### config.mk
export PLATFORM = sky130hd
export DESIGN_NAME = fetch_stage
export DESIGN_NICKNAME = d
export VERILOG_FILES = /design/src/rtl/fetch_stage.sv
export SDC_FILE = /design/constraint.sdc
export NUM_CORES = 1
export LEC_CHECK = 0
export BUFFER_PORTS_ARGS = -buffer_cell sky130_fd_sc_hd__buf_2
export CAP_MARGIN = 20
export CORE_MARGIN = 2
export CORE_UTILIZATION = 29
export DETAILED_ROUTE_END_ITERATION = 8
export GPL_TIMING_DRIVEN = 0
export PLACE_DENSITY = 0.57
export SYNTH_ARGS = -nofsm -noshare
export SYNTH_HDL_FRONTEND = slang
export SYNTH_SLANG_ARGS = --single-unit
### constraint.sdc
create_clock -name clk -period 1.54 [get_ports clk]
set_input_delay 0.154 -clock clk [delete_from_list [all_inputs] [get_ports clk]]
set_output_delay 0.154 -clock clk [all_outputs]
set_load 0.02 [all_outputs]
### src/rtl/fetch_stage.sv
// Instruction-fetch stage and IF/ID pipeline register for the 16-bit pipeline.
// Fetches one word per cycle from a req/ready instruction memory. A word that
// arrives while decode is stalled is parked in a one-entry hold buffer. The word
// that follows an immediate-class instruction is tagged so that decode treats it
// as data. A branch redirect flushes IF/ID and restarts fetch at the target.
module fetch_stage #(
    parameter logic [15:0] RESET_PC   = 16'h0000,
    parameter logic [2:0]  IMM_OPCODE = 3'b101,
    parameter logic [15:0] NOP_WORD   = 16'h0000
) (
    input  logic        clk,
    input  logic        rst,
    input  logic        stall,
    input  logic        branchTaken,
    input  logic [15:0] branchTarget,
    output logic        imemReq,
    output logic [15:0] imemAddr,
    input  logic [15:0] imemData,
    input  logic        imemReady,
    output logic [15:0] instruction,
    output logic [15:0] pcOut,
    output logic        valid,
    output logic        isImmWord
);

    typedef enum logic [1:0] {
        FETCH = 2'd0,
        HOLD  = 2'd1,
        REDIR = 2'd2
    } state_t;

    state_t      state, state_d;
    logic [15:0] pc, pc_d;
    logic        req, req_d;
    logic        imm_pending, imm_pending_d;

    // IF/ID register next values
    logic [15:0] instr_d, pc_out_d;
    logic        valid_d, imm_word_d;

    // One-entry buffer for a word that arrived during a stall
    logic [15:0] hold_instr, hold_instr_d;
    logic [15:0] hold_pc, hold_pc_d;
    logic        hold_imm, hold_imm_d;

    // Word selected for loading into IF/ID this cycle
    logic        load;
    logic [15:0] load_instr, load_pc;
    logic        load_imm;

    logic        accept;

    assign accept   = req && imemReady;
    assign imemReq  = req;
    assign imemAddr = pc;

    // Next-state, IF/ID and hold-buffer update logic
    always_comb begin
        // NOTE: every signal gets a default first so no path leaves it unassigned and infers a latch.
        state_d       = state;
        pc_d          = pc;
        req_d         = req;
        imm_pending_d = imm_pending;
        instr_d       = instruction;
        pc_out_d      = pcOut;
        valid_d       = valid;
        imm_word_d    = isImmWord;
        hold_instr_d  = hold_instr;
        hold_pc_d     = hold_pc;
        hold_imm_d    = hold_imm;
        load          = 1'b0;
        load_instr    = imemData;
        load_pc       = pc;
        load_imm      = imm_pending;

        if (branchTaken) begin
            // Redirect wins over everything: any response landing now is dropped.
            pc_d          = branchTarget;
            req_d         = 1'b0;
            state_d       = REDIR;
            imm_pending_d = 1'b0;
            instr_d       = NOP_WORD;
            valid_d       = 1'b0;
            imm_word_d    = 1'b0;
            hold_instr_d  = NOP_WORD;
            hold_pc_d     = 16'h0000;
            hold_imm_d    = 1'b0;
        end else begin
            unique case (state)
                FETCH: begin
                    req_d = 1'b1;
                    if (accept) begin
                        pc_d = pc + 16'd1;
                        if (!stall) begin
                            load = 1'b1;
                        end else begin
                            hold_instr_d = imemData;
                            hold_pc_d    = pc;
                            hold_imm_d   = imm_pending;
                            state_d      = HOLD;
                            req_d        = 1'b0;
                        end
                    end else if (!stall) begin
                        // Nothing arrived and decode moves on: insert a bubble.
                        instr_d    = NOP_WORD;
                        valid_d    = 1'b0;
                        imm_word_d = 1'b0;
                    end
                end
                HOLD: begin
                    req_d = 1'b0;
                    if (!stall) begin
                        load       = 1'b1;
                        load_instr = hold_instr;
                        load_pc    = hold_pc;
                        load_imm   = hold_imm;
                        state_d    = FETCH;
                        req_d      = 1'b1;
                    end
                end
                REDIR: begin
                    state_d = FETCH;
                    req_d   = 1'b1;
                end
                default: begin
                    state_d = FETCH;
                    req_d   = 1'b0;
                end
            endcase

            if (load) begin
                instr_d    = load_instr;
                pc_out_d   = load_pc;
                valid_d    = 1'b1;
                imm_word_d = load_imm;
                // An immediate word clears the flag and never re-arms it.
                imm_pending_d = !load_imm && (load_instr[15:13] == IMM_OPCODE);
            end
        end
    end

    // State, PC, IF/ID and hold-buffer registers
    always_ff @(posedge clk or negedge rst) begin
        if (!rst) begin
            state       <= FETCH;
            pc          <= RESET_PC;
            req         <= 1'b0;
            imm_pending <= 1'b0;
            instruction <= NOP_WORD;
            pcOut       <= 16'h0000;
            valid       <= 1'b0;
            isImmWord   <= 1'b0;
            hold_instr  <= NOP_WORD;
            hold_pc     <= 16'h0000;
            hold_imm    <= 1'b0;
        end else begin
            // NOTE: non-blocking assignments so every register samples pre-edge values.
            state       <= state_d;
            pc          <= pc_d;
            req         <= req_d;
            imm_pending <= imm_pending_d;
            instruction <= instr_d;
            pcOut       <= pc_out_d;
            valid       <= valid_d;
            isImmWord   <= imm_word_d;
            hold_instr  <= hold_instr_d;
            hold_pc     <= hold_pc_d;
            hold_imm    <= hold_imm_d;
        end
    end

endmodule
After elaboration in Yosys (flattened, before gate mapping)
Cells that the tools add are included.
W data, S select, Z words.

operators by class
  reductions and logical operators = 12
  equality and inequality tests = 8
  add/sub/neg operators = 1
  muxes and demuxes = 46
  bitwise gates (word level) = 1

operators by type and width
  cell                     count
  $mux W16                 19
  $mux W1                  20
  $add A16 B1 Y16 const B  1
  $ne A3 B3 Y1 const B     3
  $mux W2                  4
  $reduce_and A3 Y1        2
  $reduce_bool A2 Y1       3
  $pmux W2 S2              1
  $reduce_and A2 Y1        2
  $eq A3 B3 Y1 const B     1
  $ne A3 B1 Y1 const B     1
  $ne A3 B2 Y1 const B     1
  $pmux W1 S3              1
  $reduce_bool A3 Y1       1
  $eq A2 B1 Y1 const B     1
  $eq A2 B2 Y1 const B     1
  $logic_and A1 B1 Y1      2
  $logic_not A2 Y1         1
  $pmux W1 S2              1
  $logic_not A1 Y1         1
  $not A1 Y1               1

word-level totals
  word-level logic and storage cells = 79
  output and inout port bits = 51
  input bits = 37
  register bits = 87

Logic depth before layout (Yosys ltp)
Gate-level depths: netlist (run 1).

  word-level depth = 7
  mapped depth = 6
  mapped depth without buffers = 5

Least setup slack after synthesis (run 1)
No wires, ideal clock.

  path type = flip-flop to flip-flop
  start point = register pc[3] (netlist: imemAddr[3])
  end point = register pc[14] (netlist: imemAddr[14])
  buffers on the path = 1
  path slack = -0.188 ns
  setup time = 0.082 ns
  arrival time = 1.646 ns
  period minus slack after synthesis = 1.728 ns
  data required time = 1.458 ns
  cell stages (with the launch flop) = 6
  cell sequence = dfrtp_1 buf_2 and4_1 nand2_1 or4_1 a31oi_1

on the way
  word-level cells in the longest chain between the ends = 4

RTL lines
  item                      line  text
  start: declaration        33    logic [15:0] pc, pc_d;
  start signal: assignment  159   pc <= pc_d;
  $add A16 B1 Y16           93    pc_d = pc + 16'd1;
  $mux W16                  92    if (accept) begin
  $mux W16                  89    unique case (state)
  $mux W16                  76    if (branchTaken) begin

No other way between the ends. The select of a mux whose other input is x is not followed.
A chain may end at the register's enable or synchronous reset.

Worst setup path after layout (run 1)
  start point = register state[0]
  end point = register pc[13] (netlist: imemAddr[13])

on the way
  word-level cells in the longest chain between the ends = 3

RTL lines
  item                                 line  text
  start: declaration                   32    state_t state, state_d;
  start signal: assignment             158   state <= state_d;
  $logic_not A2 Y1                     89
  $reduce_bool A2 Y1 (no source line)  n/a
  $reduce_and A2 Y1 (no source line)   n/a

No other way between the ends.

==> results.sh, run 1 <==
export IMPL_status="finished, violations left"
export IMPL_violations="negative setup slack"
export IMPL_layout_common_cells="buf_2, dfrtp_1, nand2_1"
export IMPL_grt_pass1_vias=3244
export IMPL_clock_sinks=87
export IMPL_insertion_delay_ns=0.34
export IMPL_synth_nets=389
export IMPL_end_kind="flip-flop"
export IMPL_synth_cell_area_sq_um=3840
export IMPL_whs_path_depth=3
export IMPL_period_needed_ns=1.64
export IMPL_p_sw_w=0.00164
export IMPL_drt_initial_drc_count=203
export IMPL_grt_pass1_wl_mm=17.1
export IMPL_ys_ff_latch=87
export IMPL_start_util=0.293
export IMPL_path_cells="nand4bb_4, or2_4, or4_1, a31oi_1"
export IMPL_core_sq_um=13100
export IMPL_grt_max_degree=51
export IMPL_h_tree_depth=3
export IMPL_rows=42
export IMPL_cp_max_fo=5
export IMPL_grt_antenna_before_repair=0
export IMPL_r2r_cells=4
export IMPL_gp_congestion=0.817
export IMPL_die_w_microns=119
export IMPL_combPwrFrac=0.160
export IMPL_path_clk_slew_ns=0.06
export IMPL_hold_path_class="in -> reg"
export IMPL_num_vias=3202
export IMPL_reg2reg_slack_ns=-0.1
export IMPL_critical_path_max_stage_delay_ns=0.43
export IMPL_p_clk_frac=0.404
export IMPL_cts_root_buf="clkbuf_16"
export IMPL_setup_ws_ns=-0.0984
export IMPL_critPathKind="reg -> reg"
export IMPL_die_y_microns=119
export IMPL_power_density_nw_per_um2=1100
export IMPL_max_vdd_ir_drop_mv=0.575
export IMPL_critPathRequiredTime_ns=1.80
export IMPL_detail_route_antenna_nets=0
export IMPL_drt_first_pass_iters=4
export IMPL_setup_viol=12
export IMPL_yosysWarnings=0
export IMPL_p_leak_nw=2.49
export IMPL_final_common_cell="buf_2"
export IMPL_min_delay_start="branchTarget[6]"
export IMPL_drv_cap=0
export IMPL_dp_slack_ns=-0.441
export IMPL_arrival_ns=1.90
export IMPL_grt_usage=0.154
export IMPL_dp_hpwl_mm=7.36
export IMPL_maxSlewViolCount=0
export IMPL_drive_gt1_frac=0.410
export IMPL_cts_buffer_depth=2
export IMPL_finalClockSkew_ns=0.00908
export IMPL_syn_avg_cell_area_sq_um=10.9
export IMPL_rsz0062_at_grt="yes"
export IMPL_r2r_end="imemAddr[13]"
export IMPL_die_area_sq_um=14200
export IMPL_pwr_share_seq=0.436
export IMPL_via_per_inst=4.87
export IMPL_drc=0
export IMPL_grt_overflow_total=0
export IMPL_p_sw_frac=0.274
export IMPL_wl_per_cell_microns=16.6
export IMPL_num_antenna_cells=0
export IMPL_p_int_w=0.00435
export IMPL_cp_slowest_cell="dfrtp_1"
export IMPL_hold_violations=0
export IMPL_netlist_instances=351
export IMPL_fin_util=0.417
export IMPL_wl_mm=10.9
export IMPL_area_growth_synth_to_final_pct=42.2
export IMPL_fin_crit_sh=1.06
export IMPL_rr_startpoint="state[0]"
export IMPL_synth_seq_area_share=0.567
export IMPL_numCtsBuffers=9
export IMPL_io_pins=88
export IMPL_worst_pin_slew_ns=0.650
export IMPL_fmax_ghz=0.610
export IMPL_maxSlewHeadroom=0.567
export IMPL_nets=514
export IMPL_cts_tree="yes"
export IMPL_port_buffers=87
export IMPL_yosysUniqueCellTypes=31
export IMPL_crit_path_start_kind="flip-flop"
export IMPL_whs_endpoint="imemAddr[6]"
## final cells by class
class	instances	area, sq um
clock inverters	5	78.8
flip-flops and latches	87	2190
clock buffers	11	253
fillers	1265	7630
well taps	176	220
repair buffers	114	741
inverters	2	7.51
multi-input cells	239	1740
plain buffers	23	224
## timing repair
item,in CTS,in global routing
gates resized for setup,37,75
setup endpoints to repair,70,77
setup buffers,18,3
gates cloned,0,4
hold buffers,1,0
endpoints found under the hold margin,49,0
pin swaps,8,6
## per-layer routing
layer	wire length (microns)	vias to the layer above	share of wire	global-route usage
met2	5080	84	0.46	0.237
met1	5090	1582	0.47	0.213
met3	616	13	0.056	0.0378
li1	-	1523	-	-
met4	146	0	0.013	0.0491
met5	0	-	0	0
## logic make-up after synthesis
| family | synth area share |
|---|---|
| simple gates | 0.131 |
| compound gates | 0.163 |
| flops | 0.567 |
| mux | 0.0834 |
| buf+inv | 0.0300 |
| xor+xnor | 0.0228 |
| fa+ha+maj | 0.00326 |
## power by group through the flow
stage	Combinational, W	Clock (W)	Sequential, W
2_1_floorplan	0.000265	0	0.00281
3_3_place_gp	0.000795	0	0.00266
3_5_place_dp	0.000813	0	0.00266
4_1_cts	0.000891	0.00245	0.00261
5_1_grt	0.00104	0.00257	0.00264
6_report	0.000956	0.00242	0.00262
## cell usage after synthesis
master | number | area (sq um)
dfrtp_1 | 87 | 2180
nand2_1 | 54 | 203
o21ai_0 | 46 | 230
a22o_1 | 33 | 289
mux2i_1 | 32 | 320
clkbuf_1 | 12 | 45.0
nor2_1 | 12 | 45.0
buf_2 | 8 | 40.0
nand3_1 | 7 | 35.0
xnor2_1 | 7 | 61.3
a21oi_1 | 6 | 30.0
a31oi_1 | 5 | 31.3
o31ai_1 | 5 | 37.5
or4_1 | 5 | 37.5
nor3_1 | 4 | 20.0
buf_4 | 3 | 22.5
nand4_1 | 3 | 18.8
xor2_1 | 3 | 26.3
and2_1 | 2 | 12.5
and3b_1 | 2 | 17.5
and4_1 | 2 | 17.5
inv_1 | 2 | 7.51
nand3b_1 | 2 | 15.0
nor4_1 | 2 | 12.5
and4bb_2 | 1 | 12.5
ha_1 | 1 | 12.5
nand4bb_4 | 1 | 27.5
nor4b_1 | 1 | 8.76
nor4bb_1 | 1 | 10.0
o211ai_1 | 1 | 7.51
or2_4 | 1 | 8.76
## critical path: cells and delay by family (launching register included)
kind | cells | cell delay (ns)
flops | 1 | 0.43
compound gates | 1 | 0.16
simple gates | 3 | 0.97
## sequential cells by signal (all words and copies together), names as in the netlist
name,flops
instruction,16
hold_instr,16
hold_imm,1
valid,1
imm_pending,1
hold_pc,16
isImmWord,1
pcOut,16
imemAddr,16
state,2
imemReq,1
## stage by stage
stage	setup TNS, ns	cell area, sq um	hold slack (ns)	power [W]	std cells
6_report	-0.335	5460	0.0221	0.00599	657
3_5_place_dp	-20.89	4570	0.227	0.00347	615
3_3_place_gp	-61.61	4540	0.369	0.00345	614
4_1_cts	-1.09	5130	0.0201	0.00595	650
5_1_grt	-1.99	5460	0.0273	0.00626	657
2_1_floorplan	-0.105	3890	-0.142	0.00308	351
## worst max path at each step
stage                start       endpoint  slack, ns  cells after the start
2_1_floorplan  imemAddr[3]   imemAddr[14]      -0.04                      5
3_3_place_gp           rst    imemAddr[9]      -0.61                      1
3_5_place_dp      state[1]  hold_instr[1]      -0.44                      4
4_1_cts           state[1]   imemAddr[13]      -0.07                      4
5_1_grt           state[1]   imemAddr[13]      -0.16                      4
6_report          state[0]   imemAddr[13]       -0.1                      4
No activity file was read; power rests on OpenSTA's default activity.
==> run 2, diff against run 1 <==
--- a/config.mk
+++ b/config.mk
@@ -7,11 +7,12 @@
 export LEC_CHECK = 0
 export BUFFER_PORTS_ARGS = -buffer_cell sky130_fd_sc_hd__buf_2
 export CAP_MARGIN = 20
-export CORE_MARGIN = 2
+export CORE_MARGIN = 8
 export CORE_UTILIZATION = 29
 export DETAILED_ROUTE_END_ITERATION = 8
 export GPL_TIMING_DRIVEN = 0
-export PLACE_DENSITY = 0.57
+export HOLD_SLACK_MARGIN = 0.05
+export PLACE_DENSITY_LB_ADDON = 0.08
 export SYNTH_ARGS = -nofsm -noshare
 export SYNTH_HDL_FRONTEND = slang
 export SYNTH_SLANG_ARGS = --single-unit
==> results.sh, run 2 (synthesis gave the netlist of run 1 again) <==
export IMPL_critPathKind="reg -> reg"
export IMPL_crit_start="state[1]"
export IMPL_gp_congestion=0.753
export IMPL_period_needed_ns=1.60
export IMPL_violations="negative setup slack"
export IMPL_pwr_share_seq=0.414
export IMPL_cts_buffer_depth=2
export IMPL_maxSlewViolCount=0
export IMPL_crit_end="imemAddr[13]"
export IMPL_r2r_cells=4
export IMPL_drt_initial_drc_count=147
export IMPL_grt_usage=0.143
export IMPL_drv_cap=0
export IMPL_rr_startpoint="state[1]"
export IMPL_drt_first_pass_iters=4
export IMPL_grt_antenna_before_repair=0
export IMPL_dp_slack_ns=-0.481
export IMPL_grt_pass1_wl_mm=18.5
export IMPL_hold_path_class="in -> reg"
export IMPL_wl_met1_mm=5.63
export IMPL_worst_pin_slew_ns=0.620
export IMPL_cts_root_buf="clkbuf_16"
export IMPL_die_area_sq_um=17200
export IMPL_grt_pass1_vias=3388
export IMPL_placed_cells=615
export IMPL_drive_gt1_frac=0.396
export IMPL_setup_viol=42
export IMPL_numCtsBuffers=9
export IMPL_layout_common_cells="buf_2, dfrtp_1, nand2_1"
export IMPL_whs_path_depth=2
export IMPL_core_sq_um=13100
export IMPL_fill_cells=1266
export IMPL_wl_mm=11.8
export IMPL_instances_no_fill=688
export IMPL_final_common_cell="buf_2"
export IMPL_p_sw_frac=0.264
export IMPL_highest_layer="met4"
export IMPL_finalClockSkew_ns=0.00353
export IMPL_p_int_w=0.00463
export IMPL_critPathRequiredTime_ns=1.80
export IMPL_nets=545
export IMPL_fin_util=0.439
export IMPL_port_buffers=87
export IMPL_via_per_inst=4.80
export IMPL_power_density_nw_per_um2=1100
export IMPL_maxSlewHeadroom=0.586
export IMPL_p_clk_frac=0.423
export IMPL_met2_length_mm=5.40
export IMPL_status="finished, violations left"
export IMPL_fin_crit_sh=1.04
export IMPL_wl_per_cell_microns=17.1
export IMPL_p_leak_nw=2.64
export IMPL_h_tree_depth=3
export IMPL_io_pins=88
export IMPL_path_clk_slew_ns=0.06
export IMPL_num_antenna_cells=0
export IMPL_arrival_ns=1.86
export IMPL_r2r_end="imemAddr[13]"
export IMPL_rsz0062_at_grt="yes"
export IMPL_die_w_microns=131
export IMPL_clock_sinks=87
export IMPL_detail_route_antenna_nets=0
export IMPL_max_vdd_ir_drop_mv=0.409
export IMPL_die_y_microns=131
export IMPL_area_growth_synth_to_final_pct=49.6
export IMPL_crit_path_start_kind="flip-flop"
export IMPL_fmax_ghz=0.626
export IMPL_start_util=0.293
export IMPL_grt_max_degree=45
export IMPL_setup_ws_ns=-0.0575
export IMPL_end_kind="flip-flop"
export IMPL_dp_hpwl_mm=8.00
export IMPL_drc=0
export IMPL_num_vias=3304
export IMPL_totalNegativeSetupSlack_ns=-1.00
export IMPL_hold_violations=0
export IMPL_rows=42
export IMPL_grt_overflow_total=0
export IMPL_combPwrFrac=0.163
export IMPL_cp_max_fo=7
export IMPL_cts_tree="yes"
export IMPL_p_sw_w=0.00166
export IMPL_insertion_delay_ns=0.34
export IMPL_wl_met3_microns=619
export IMPL_reg2reg_slack_ns=-0.06
[run 2: cell types whose count changed in the layout (fill, tap and decap cells not counted), moves of 4 or more]
cell,delta
buf_4,+13
o21ai_0,+8
dlygate4sd3_1,+18
mux2i_1,+4
o21ai_1,-9
[run 2: power groups by stage]
stage	clock [W]	sequential (W)	combinational [W]
after floorplan	0	0.00281	0.000265
after global placement	0	0.00267	0.000809
after detailed placement	0	0.00267	0.000822
after CTS	0.00273	0.00262	0.000935
after global routing	0.00283	0.00264	0.00113
final	0.00266	0.00261	0.00102
[run 2: metal layers]
layer / vias up / track usage
li1: 1592 / -
met1: 1644 / 0.187
met2: 59 / 0.221
met3: 9 / 0.0409
met4: 0 / 0.0506
met5: - / 0
[run 2: layout make-up]
cell class,instances,area (sq um),area share
Inverter,2,7.51,0.00131
Multi-Input combinational cell,239,1690,0.294
Timing Repair Buffer,145,1040,0.181
Clock buffer,9,225,0.0392
Clock inverter,7,135,0.0235
Buffer,23,234,0.0407
Sequential cell,87,2190,0.382
Tap cell,176,220,0.0383
[run 2: worst max-delay path: stages, from the launching register on]
cell	delay, ns
dfrtp_2	0.45
nand4bb_4	0.23
or2_4	0.27
or4_1	0.39
a31oi_1	0.18
[run 2: worst min path at each step]
stage / endpoint / slack, ns / start
2_1_floorplan: hold_imm / -0.14 / rst
3_3_place_gp: imemAddr[3] / 0.36 / branchTarget[3]
3_5_place_dp: hold_instr[5] / 0.21 / rst
4_1_cts: hold_instr[9] / 0.05 / imemData[9]
5_1_grt: hold_instr[10] / 0.06 / imemData[10]
6_report: hold_instr[10] / 0.06 / imemData[10]
[run 2: metrics by stage]
step | instance area (sq um) | hold WS (ns) | total power (W)
after floorplan | 3890 | -0.142 | 0.00308
after global routing | 5740 | 0.0629 | 0.00660
after detailed placement | 4570 | 0.211 | 0.00349
after CTS | 5400 | 0.0504 | 0.00629
final | 5740 | 0.0611 | 0.00629
after global placement | 4540 | 0.362 | 0.00347
[run 2: timing repair]
item,4_1_cts,5_1_grt
gates cloned,1,3
buffers inserted,14,20
gates resized for setup,46,54
pin swaps,7,11
hold buffers,19,0
endpoints found under the setup margin,70,74
hold endpoints to repair,61,0
